<file path="src/rtl/serial_sub_pkg.sv">
// Shared types and sizing helpers for the digit-serial subtractor.
package serial_sub_pkg;

  typedef enum logic [1:0] {
    IDLE = 2'd0,
    RUN  = 2'd1,
    DONE = 2'd2
  } state_t;

  function automatic int n_digits(input int width, input int digit);
    return width / digit;
  endfunction

  localparam int N_DEFAULT = n_digits(32, 4);
  localparam int CNT_W     = (N_DEFAULT > 1) ? $clog2(N_DEFAULT) : 1;

endpackage

</file>
<file path="src/rtl/serial_subtractor32_sub_digit.sv">
// Combinational DIGIT-bit subtract with borrow; optional SERIAL_SUB_OVF_EN adds
// the borrow into the top bit so the caller can form signed overflow.
module sub_digit #(
  parameter int DIGIT = 4
) (
  input  logic [DIGIT-1:0] a,
  input  logic [DIGIT-1:0] b,
  input  logic             bin,
  output logic [DIGIT-1:0] diff,
  output logic             bout
`ifdef SERIAL_SUB_OVF_EN
  ,
  output logic             bmsb
`endif
);

  logic [DIGIT:0] full;

  always_comb begin
    full = {1'b0, a} - {1'b0, b} - {{DIGIT{1'b0}}, bin};
    diff = full[DIGIT-1:0];
    bout = full[DIGIT];
  end

`ifdef SERIAL_SUB_OVF_EN
  // The borrow into the top bit is the borrow out of the lower DIGIT-1 bits.
  generate
    if (DIGIT > 1) begin : g_mid
      logic [DIGIT-1:0] low;
      always_comb begin
        low  = {1'b0, a[DIGIT-2:0]} - {1'b0, b[DIGIT-2:0]} - {{(DIGIT-1){1'b0}}, bin};
        bmsb = low[DIGIT-1];
      end
    end else begin : g_single
      always_comb bmsb = bin;
    end
  endgenerate
`endif

endmodule

</file>
<file path="src/rtl/serial_subtractor32.sv">
// Digit-serial unsigned subtractor: diff = a - b - bin over WIDTH/DIGIT cycles.
// Optional macro SERIAL_SUB_OVF_EN adds a registered signed-overflow output ovf.
module serial_subtractor32
  import serial_sub_pkg::*;
#(
  parameter int WIDTH = 32,
  parameter int DIGIT = 4
) (
  input  logic             clk,
  input  logic             rst,
  input  logic             in_valid,
  output logic             in_ready,
  input  logic [WIDTH-1:0] a,
  input  logic [WIDTH-1:0] b,
  input  logic             bin,
  output logic             out_valid,
  input  logic             out_ready,
  output logic [WIDTH-1:0] diff,
  output logic             bout,
  output logic             busy
`ifdef SERIAL_SUB_OVF_EN
  ,
  output logic             ovf
`endif
);

  localparam int N  = n_digits(WIDTH, DIGIT);
  localparam int CW = (N > 1) ? $clog2(N) : 1;

  generate
    if (WIDTH % DIGIT != 0) begin : g_bad_digit
      $error("serial_subtractor32: DIGIT must divide WIDTH exactly");
    end
  endgenerate

  // Handshake: an operand is taken on an edge with in_valid && in_ready; a result
  // is released on an edge with out_valid && out_ready. Both flags are registered.
  state_t           state;
  logic [WIDTH-1:0] a_sh;
  logic [WIDTH-1:0] b_sh;
  logic [WIDTH-1:0] diff_sh;
  logic             brw;
  logic [CW-1:0]    cnt;

  logic [DIGIT-1:0]       d_slice;
  logic                   d_bout;
  logic [WIDTH+DIGIT-1:0] diff_cat;
  logic [WIDTH-1:0]       diff_next;
  logic                   last;
`ifdef SERIAL_SUB_OVF_EN
  logic                   d_bmsb;
`endif

  sub_digit #(.DIGIT(DIGIT)) u_digit (
    .a    (a_sh[DIGIT-1:0]),
    .b    (b_sh[DIGIT-1:0]),
    .bin  (brw),
    .diff (d_slice),
    .bout (d_bout)
`ifdef SERIAL_SUB_OVF_EN
    ,
    .bmsb (d_bmsb)
`endif
  );

  // New slice enters at the top so the LSB slice ends up at bit 0 after N steps.
  always_comb begin
    diff_cat  = {d_slice, diff_sh};
    diff_next = diff_cat[WIDTH+DIGIT-1:DIGIT];
    last      = (cnt == CW'(N - 1));
  end

  always_ff @(posedge clk or posedge rst) begin
    if (rst) begin
      state     <= IDLE;
      in_ready  <= 1'b1;
      out_valid <= 1'b0;
      busy      <= 1'b0;
      diff      <= '0;
      bout      <= 1'b0;
      a_sh      <= '0;
      b_sh      <= '0;
      diff_sh   <= '0;
      brw       <= 1'b0;
      cnt       <= '0;
`ifdef SERIAL_SUB_OVF_EN
      ovf       <= 1'b0;
`endif
    end else begin
      case (state)
        IDLE: begin
          if (in_valid) begin
            a_sh     <= a;
            b_sh     <= b;
            brw      <= bin;
            cnt      <= '0;
            state    <= RUN;
            in_ready <= 1'b0;
            busy     <= 1'b1;
          end
        end
        RUN: begin
          a_sh    <= a_sh >> DIGIT;
          b_sh    <= b_sh >> DIGIT;
          diff_sh <= diff_next;
          brw     <= d_bout;
          cnt     <= cnt + CW'(1);
          if (last) begin
            state     <= DONE;
            busy      <= 1'b0;
            out_valid <= 1'b1;
            diff      <= diff_next;
            bout      <= d_bout;
`ifdef SERIAL_SUB_OVF_EN
            ovf       <= d_bmsb ^ d_bout;
`endif
          end
        end
        DONE: begin
          if (out_ready) begin
            state     <= IDLE;
            out_valid <= 1'b0;
            in_ready  <= 1'b1;
          end
        end
        default: begin
          state     <= IDLE;
          in_ready  <= 1'b1;
          out_valid <= 1'b0;
          busy      <= 1'b0;
        end
      endcase
    end
  end

endmodule

</file>
<file path="config.mk">
export PLATFORM = sky130hd
export DESIGN_NAME = serial_subtractor32
export DESIGN_NICKNAME = d
export VERILOG_FILES = /design/src/rtl/serial_sub_pkg.sv /design/src/rtl/serial_subtractor32_sub_digit.sv /design/src/rtl/serial_subtractor32.sv
export SDC_FILE = /design/constraint.sdc
export NUM_CORES = 1
export LEC_CHECK = 0
export ABC_CLOCK_PERIOD_IN_PS = 12700
export CAP_MARGIN = 20
export CORE_MARGIN = 3
export CORE_UTILIZATION = 45
export CTS_CLUSTER_SIZE = 30
export DETAILED_ROUTE_END_ITERATION = 16
export PLACE_DENSITY_LB_ADDON = 0.05
export SYNTH_ARGS = -nofsm -noshare
export SYNTH_HDL_FRONTEND = slang
export SYNTH_HIERARCHICAL = 1
export SYNTH_SLANG_ARGS = --single-unit
</file>
<file path="constraint.sdc">
create_clock -name clk -period 12.7 [get_ports clk]
set_input_delay 1.905 -clock clk [delete_from_list [all_inputs] [get_ports clk]]
set_output_delay 1.905 -clock clk [all_outputs]
set_load 0.005 [all_outputs]
</file>
==> results.yml, run 1 <==
run_status:
  status: "finished, final reports clean"
timing:
  clock-skew-final_ns: 0.00545
  tightest_slew_ns: 0.886
  final.period_utilization: 0.265
  finalHoldViolCount: 0
  slew_headroom: 0.410
  slew_viol_final: 0
  setup-violations-final: 0
  fin_tns_setup_ns: 0
  period_minus_slack_ns: 3.36
  grt_setup_unrepaired: "false"
  timing.fmax_ghz: 0.298
cells_and_area:
  synthToLayoutAreaGrowth_pct: 27.4
  n_antenna_cell: 0
  nets: 760
  drive_gt1_frac: 0.107
  final_common_cell: "dfrtp_1"
  final_cell_mix: "dfrtp_1, nor3_1, clkdlybuf4s50_1"
drt:
  ant_nets: 0
  vias_per_cell: 5.16
  drt_iter0_drc: 364
  drc_errors: 0
  firstDrtPassIters: 4
  totalWireLength_um: 12900
  wl_per_cell_um: 14.9
  vias: 4457
critical_path:
  worst_setup_path_end_kind: "output port"
  worstPathCellList: "clkdlybuf4s50_1"
  worst-setup-path-type: "reg -> out"
  cp-start-kind: "flop"
  crit_path_max_fanout: 3
  rr_endpoint: "b_sh[29]"
  worstPathRequired_ns: 10.80
  r2r_slack_ns: 10.43
  crit_slowest_cell: "dfstp_2"
  worstReg2RegStart: "state[1]"
  cpPeakStageDelay_ns: 0.54
  reg2regPathDepth: 4
  cp.depth: 1
  critPathBufInv: 1
  critPathTopFamily: "flip-flops"
  arrival_ns: 1.46
  setup.worst_path.start: "in_ready"
yosys:
  synth_flop_cell: "dfrtp_1"
  synth_seq_area_share: 0.558
  syn_inst: 596
  synth_top_cell_by_area: "dfrtp_1"
  synth_top_area_frac: 0.553
  synth_edf_count: 0
  synth.net_count: 675
  syn-cell-area_sq_um: 6010
  synth_warnings: 6
  synth_cell_types: 35
  avgSynthCellArea_sq_um: 10.1
  yosys-top-cells-area: "dfrtp_1, nor3_1, mux2_4, nand2_1, nor2_1"
  ys_ff_latch: 134
  ys_async_sr_fraction: 1.00
clocking:
  holdBufCountCts: 0
  cts_root_buf: "clkbuf_16"
  numCtsBuffers: 17
  cts_tree: "yes"
  cts.sinks: 134
  postCtsSetupBuffers: 0
  cts_resized: 0
  clk_pin_slew_ns: 0.05
  insertion_delay_ns: 0.41
  clockBufferDepth: 2
  htreeDepth: 4
floorplanning:
  dieArea_sq_um: 14800
  start_util: 0.469
  die_h_um: 122
  chipWidth_um: 122
  placementRows: 41
  fp.coreArea_sq_um: 12800
  pin_count: 105
global_routing:
  grt_first_pass_wirelength_um: 21700
  grt.total_usage: 0.186
  grt_overflow_total: 0
  grt_max_degree: 71
  grt_pass1_vias: 4511
  grt_antenna_before_repair: 0
power_and_ir_drop:
  power_density_nw_per_um2: 253
  vdd_ir_drop_max_uv: 119
  power.total_w: 0.00194
  p_leak_nw: 3.52
hold_path:
  min_path_type: "reg -> reg"
  worstHoldStart: "cnt[0]"
  hold_path_end: "cnt[0]"
  whs_path_depth: 1
place:
  place.port_buffers: 104
  gp_congestion: 0.788
  dpl.hpwl_um: 8280
job:
  maxCapViolCount: 0
power by group:
group | internal (W) | total, W | switching, W | leakage (nW)
combinational | 0.000378 | 0.000741 | 0.000363 | 1.63
clock | 0.000277 | 0.000445 | 0.000168 | 0.264
sequential | 0.000629 | 0.000756 | 0.000127 | 1.62
cells by family after synthesis:
kind of cell    share of synthesized area
compound gates                     0.0493
xor+xnor                          0.00583
fa+ha+maj                          0.0233
buf+inv                            0.0501
flops                               0.558
mux                                0.0799
simple gates                        0.234
layer usage:
layer / vias to the layer above / share of wire / global-route usage
met5: - / 0 / 0
met4: 0 / 0.011 / 0.0644
met3: 13 / 0.043 / 0.0492
met2: 89 / 0.48 / 0.291
met1: 2166 / 0.47 / 0.252
li1: 2189 / - / -
Yosys cell counts (2+ instances only):
master and count:
buf_2 16, ha_1 8, nor2_1 54, nand2b_1 4
buf_1 5, a21oi_1 10, clkbuf_1 19, nor3b_1 7
a211oi_1 4, nand2_1 95, fa_1 2, buf_4 3
o21ai_0 13, mux2_4 29, a22o_1 5, mux2_2 4
xor2_1 3, nor3_1 131, o22a_1 7, nor2b_1 2
buf_6 3, nor4b_1 8, inv_1 20, dfrtp_1 133
state kept, by name (all words and copies together), names as in the netlist:
signal / cells
bout: 1
out_valid: 1
cnt: 3
in_ready: 1
busy: 1
diff: 32
diff_sh: 28
state: 2
b_sh: 32
brw: 1
a_sh: 32
metrics by stage:
step | std cells | worst slack, ns | cell area, sq um | util | hold slack, ns
finish | 863 | 9.34 | 7660 | 0.598 | 0.471
global route | 863 | 9.05 | 7660 | 0.598 | 0.513
CTS | 862 | 8.97 | 7640 | 0.596 | 0.471
detailed placement | 833 | 8.60 | 7110 | 0.554 | 0.463
global placement | 833 | 8.68 | 7110 | 0.554 | 0.460
floorplan | 596 | 7.21 | 6010 | - | 0.446
cell type report:
cell class	count	area, sq um
Multi-Input combinational cell	396	2360
Tap cell	172	215
Timing Repair Buffer	112	1110
Clock inverter	3	17.5
Fill cell	1122	5160
Inverter	20	80.1
Sequential cell	134	3360
Clock buffer	26	519
worst max-delay path by stage:
stage,endpoint,slack [ns]
after floorplan,a_sh[0],7.21
after global placement,b_sh[21],8.68
after detailed placement,b_sh[17],8.60
after CTS,b_sh[6],8.97
after global routing,state[1],9.05
final,in_ready,9.34
(Power assumes the default switching activity.)
==> inputs of run 2 (changes only) <==
- ABC_CLOCK_PERIOD_IN_PS: 12700 -> 2800
- clock period: 12.7 -> 2.8 ns (I/O delays scaled with it)
==> run 2 against run 1 <==
Compared with the run above: largest power group unchanged; worst hold slack lost 0.00098 ns; combinational power rose to 4.6 times the previous value; sequential share of layout area down 0.37 points; critical path depth grew 6; die area stayed put.
==> results.yml, run 2 (synthesized netlist as in run 1, its figures left out) <==
run_status:
  status: "finished, final reports clean"
power_and_ir_drop:
  power_density_nw_per_um2: 1170
  vdd_ir_drop_max_uv: 490
  p_leak_nw: 3.53
  power.total_w: 0.00901
floorplanning:
  placementRows: 41
  die_h_um: 122
  fp.coreArea_sq_um: 12800
  chipWidth_um: 122
  dieArea_sq_um: 14800
  start_util: 0.469
  pin_count: 105
drt:
  vias_per_cell: 5.21
  vias: 4515
  firstDrtPassIters: 4
  ant_nets: 0
  drt_iter0_drc: 311
  drc_errors: 0
  wl_per_cell_um: 15.0
  totalWireLength_um: 13000
clocking:
  numCtsBuffers: 17
  clockBufferDepth: 2
  cts.sinks: 134
  htreeDepth: 4
  cts_resized: 0
  clk_pin_slew_ns: 0.06
  cts_root_buf: "clkbuf_16"
  holdBufCountCts: 0
  insertion_delay_ns: 0.41
  cts_tree: "yes"
  postCtsSetupBuffers: 0
critical_path:
  r2r_slack_ns: 0.71
  worst_setup_path_end_kind: "flop"
  setup.worst_path.start: "a_sh[0]"
  arrival_ns: 2.39
  rr_endpoint: "diff[31]"
  crit_path_max_fanout: 2
  worstReg2RegStart: "a_sh[0]"
  cp-start-kind: "flop"
  worstPathRequired_ns: 3.09
  reg2regPathDepth: 7
  worstSetupEndpoint: "diff[31]"
  worst-setup-path-type: "reg -> reg"
cells_and_area:
  regArea_sq_um: 3360
  synthToLayoutAreaGrowth_pct: 28.5
  top_regs: "a_sh: 32 flops, b_sh: 32 flops, diff: 32 flops"
  n_antenna_cell: 0
  nets: 760
  fill_cells: 1063
  drive_gt1_frac: 0.115
  final_common_cell: "dfrtp_1"
  final_cell_mix: "dfrtp_1, nor3_1, clkdlybuf4s50_1"
  multi_input_area_sq_um: 2360
timing:
  final.period_utilization: 0.747
  clock-skew-final_ns: 0.00820
  slew_headroom: 0.497
  timing.fmax_ghz: 0.478
  setup-violations-final: 0
  slew_viol_final: 0
  tightest_slew_ns: 0.754
  grt_setup_unrepaired: "false"
  fin_tns_setup_ns: 0
  finalHoldViolCount: 0
  period_minus_slack_ns: 2.09
global_routing:
  grt_max_degree: 135
  grt_antenna_before_repair: 0
  grt.total_usage: 0.184
  grt_first_pass_wirelength_um: 21700
  grt_pass1_vias: 4395
  grt_overflow_total: 0
place:
  dpl.hpwl_um: 8240
  gp_congestion: 0.767
  place.port_buffers: 104
job:
  maxCapViolCount: 0
hold_path:
  min_path_type: "reg -> reg"
run 2: cell count changes in the layout (fill, tap and decap cells not counted), sizes merged:
cell | before | now
clkinv | 2 | 5
clkbuf | 26 | 18
bufinv | 0 | 2
clkinvlp | 1 | 6
inv | 20 | 21
run 2: through the flow:
stage | utilization | cell area, sq um | setup slack, ns | hold slack, ns | std cells
3_3_place_gp | 0.557 | 7140 | 0.575 | 0.462 | 834
3_5_place_dp | 0.557 | 7140 | 0.533 | 0.467 | 834
5_1_grt | 0.603 | 7730 | 0.687 | 0.505 | 866
4_1_cts | 0.603 | 7730 | 0.736 | 0.476 | 866
6_report | 0.603 | 7730 | 0.708 | 0.470 | 866
2_1_floorplan | - | 6020 | 0.716 | 0.446 | 596
run 2: final cells by class:
class,instances,area share
Tap cell,172,0.0278
Clock buffer,18,0.0568
Inverter,20,0.0102
Timing Repair Buffer,112,0.146
Clock inverter,14,0.0196
Sequential cell,134,0.434
Multi-Input combinational cell,396,0.305
run 2: how the worst min path moves through the flow:
| stage | from | cells past startpoint | endpoint | slack [ns] |
|---|---|---|---|---|
| final | cnt[0] | 1 | cnt[0] | 0.47 |
| after global placement | cnt[0] | 1 | cnt[0] | 0.46 |
| after CTS | cnt[0] | 1 | cnt[0] | 0.48 |
| after detailed placement | diff_sh[5] | 2 | diff_sh[5] | 0.47 |
| after floorplan | diff_sh[4] | 2 | diff_sh[4] | 0.45 |
| after global routing | cnt[0] | 1 | cnt[0] | 0.51 |
run 2: critical path: stages (launching register included):
cell	delay, ns
dfrtp_1	0.42
fa_1	0.58
inv_1	0.05
ha_1	0.16
o21ai_0	0.19
nand3b_1	0.13
xor2_1	0.17
mux2_4	0.27
run 2: power breakdown:
| group | switching, W | internal [W] | leakage [nW] |
|---|---|---|---|
| sequential | 0.000566 | 0.00285 | 1.62 |
| clock | 0.000851 | 0.00134 | 0.275 |
| combinational | 0.00168 | 0.00172 | 1.63 |
run 2: layer usage:
layer / global-route usage / up-vias / part of all wire
met5: 0 / - / 0
met4: 0.0476 / 0 / 0.0075
met3: 0.0478 / 6 / 0.046
met2: 0.293 / 104 / 0.49
met1: 0.255 / 2214 / 0.45
li1: - / 2191 / -
==> inputs of run 3 (changes only) <==
- ABC_CLOCK_PERIOD_IN_PS: 2800 -> 1900
- clock period: 2.8 -> 1.9 ns (I/O delays scaled with it)
==> run 3 against run 2 <==
Compared with the run above: the flow now finishes with violations (negative setup slack); die area unchanged; worst setup slack worse by 0.72 ns; highest routed layer unchanged; sequential power up 47%.
==> results.yml, run 3 (synthesized netlist as in run 1, its figures left out) <==
drt:
  ant_nets: 0
  firstDrtPassIters: 4
  wl_per_cell_um: 15.0
  drc_errors: 0
  vias_per_cell: 5.18
  drt_iter0_drc: 258
  vias: 4588
  totalWireLength_um: 13300
clocking:
  numCtsBuffers: 17
  clk_pin_slew_ns: 0.06
  clockBufferDepth: 2
  cts.sinks: 134
  cts_root_buf: "clkbuf_16"
  insertion_delay_ns: 0.41
  htreeDepth: 4
  cts_tree: "yes"
global_routing:
  grt.total_usage: 0.194
  grt_pass1_vias: 4653
  grt_max_degree: 90
  grt_antenna_before_repair: 0
  grt_first_pass_wirelength_um: 22600
  grt_overflow_total: 0
place:
  gp_congestion: 0.759
  dpl.hpwl_um: 9120
  place.port_buffers: 104
  place_ws_ns: -0.0700
floorplanning:
  chipWidth_um: 122
  start_util: 0.469
  fp.coreArea_sq_um: 12800
  placementRows: 41
  dieArea_sq_um: 14800
  die_h_um: 122
  pin_count: 105
hold_path:
  min_path_type: "in -> async"
critical_path:
  crit_slowest_cell: "fa_1"
  cpPeakStageDelay_ns: 0.56
  worst-setup-path-type: "reg -> reg"
  worstPathCellList: "inv_2 > fa_1 > inv_1 > ha_2 > o21ai_2 > nand3b_1 > xor2_1 > mux2_4"
  crit_path_max_fanout: 2
  cp-start-kind: "flop"
  worstPathRequired_ns: 2.20
  critPathBufInv: 2
  worst_setup_path_end_kind: "flop"
  r2r_slack_ns: -0.01
  arrival_ns: 2.21
  critPathTopFamily: "adder cells"
timing:
  holdWs_ns: 0.209
  final.period_utilization: 1.01
  finalHoldViolCount: 0
  slew_headroom: 0.716
  slew_viol_final: 0
  worst_slack_ns: -0.0148
  setup-violations-final: 1
  period_minus_slack_ns: 1.91
  timing.fmax_ghz: 0.522
  clock-skew-final_ns: 0.00545
  tightest_slew_ns: 0.427
  grt_setup_unrepaired: "true"
power_and_ir_drop:
  p_comb_frac: 0.395
  internal_power_w: 0.00917
  switching_power_w: 0.00458
  clock_power_share: 0.239
  seq_power_share: 0.365
  vdd_ir_drop_max_uv: 831
  swShare: 0.333
  p_leak_nw: 3.68
  power_density_nw_per_um2: 1720
cells_and_area:
  fill_cells: 1073
  final_util: 0.624
  synthToLayoutAreaGrowth_pct: 33.2
  final_common_cell: "dfrtp_1"
  drive_gt1_frac: 0.142
  top_regs: "a_sh: 32 flops, b_sh: 32 flops, diff: 32 flops"
  nets: 779
  n_antenna_cell: 0
  final_cell_mix: "dfrtp_1, nor3_1, clkdlybuf4s50_1"
run_status:
  status: "complete, but fails checks"
  violations: "negative setup slack"
job:
  maxCapViolCount: 0
## run 3: changes by cell type in the layout (fill, tap and decap cells not counted), sizes merged
cell / change
clkinv: -1
clkinvlp: -3
buf: +19
inv: -2
clkbuf: +5
bufinv: +1
## run 3: per-layer routing
layer	share of wire	track usage	vias up
li1	-	-	2230
met1	0.44	0.259	2226
met2	0.50	0.311	110
met3	0.046	0.0511	22
met4	0.013	0.0623	0
met5	0	0	-
## run 3: path summary, 6_finish.rpt
path,from,end,cells after the start
worst min register to register,diff_sh[5],diff_sh[5],2
min in group clk,a[30],a_sh[30],3
worst max register to register,b_sh[0],diff[31],8
worst max-delay path,b_sh[0],diff[31],8
max in group asynchronous,rst,b_sh[25],3
worst min-delay path,rst,a_sh[28],2
## run 3: power groups by stage
stage	sequential, W	clock (W)	combinational, W
6_report	0.00503	0.00329	0.00544
3_3_place_gp	0.00502	0	0.00528
3_5_place_dp	0.00509	0	0.00540
4_1_cts	0.00505	0.00335	0.00549
2_1_floorplan	0.00485	0	0.00358
5_1_grt	0.00520	0.00349	0.00611
## run 3: final cells by class
type	count	area (sq um)	area share
Tap cell	172	215	0.0269
Inverter	20	78.8	0.00984
Clock inverter	9	125	0.0156
Sequential cell	134	3360	0.419
Clock buffer	23	468	0.0584
Timing Repair Buffer	131	1390	0.174
Multi-Input combinational cell	396	2370	0.296
## run 3: per-stage QoR
stage / area, sq um / total power, W / instances / TNS [ns]
final: 8010 / 0.0138 / 885 / -0.0148
after global routing: 8010 / 0.0148 / 885 / -0.114
after CTS: 8000 / 0.0139 / 885 / -0.0167
after detailed placement: 7390 / 0.0105 / 851 / -0.0700
after global placement: 7390 / 0.0103 / 851 / -0.0349
after floorplan: 6020 / 0.00843 / 596 / -6.56
## run 3: timing repair
item                                    4_1_cts  5_1_grt
gates resized for setup                       3        4
endpoints found under the hold margin         0        0
endpoints found under the setup margin        1        3
buffers inserted                              2        0
pin swaps                                     2        1
hold buffers                                  0        0
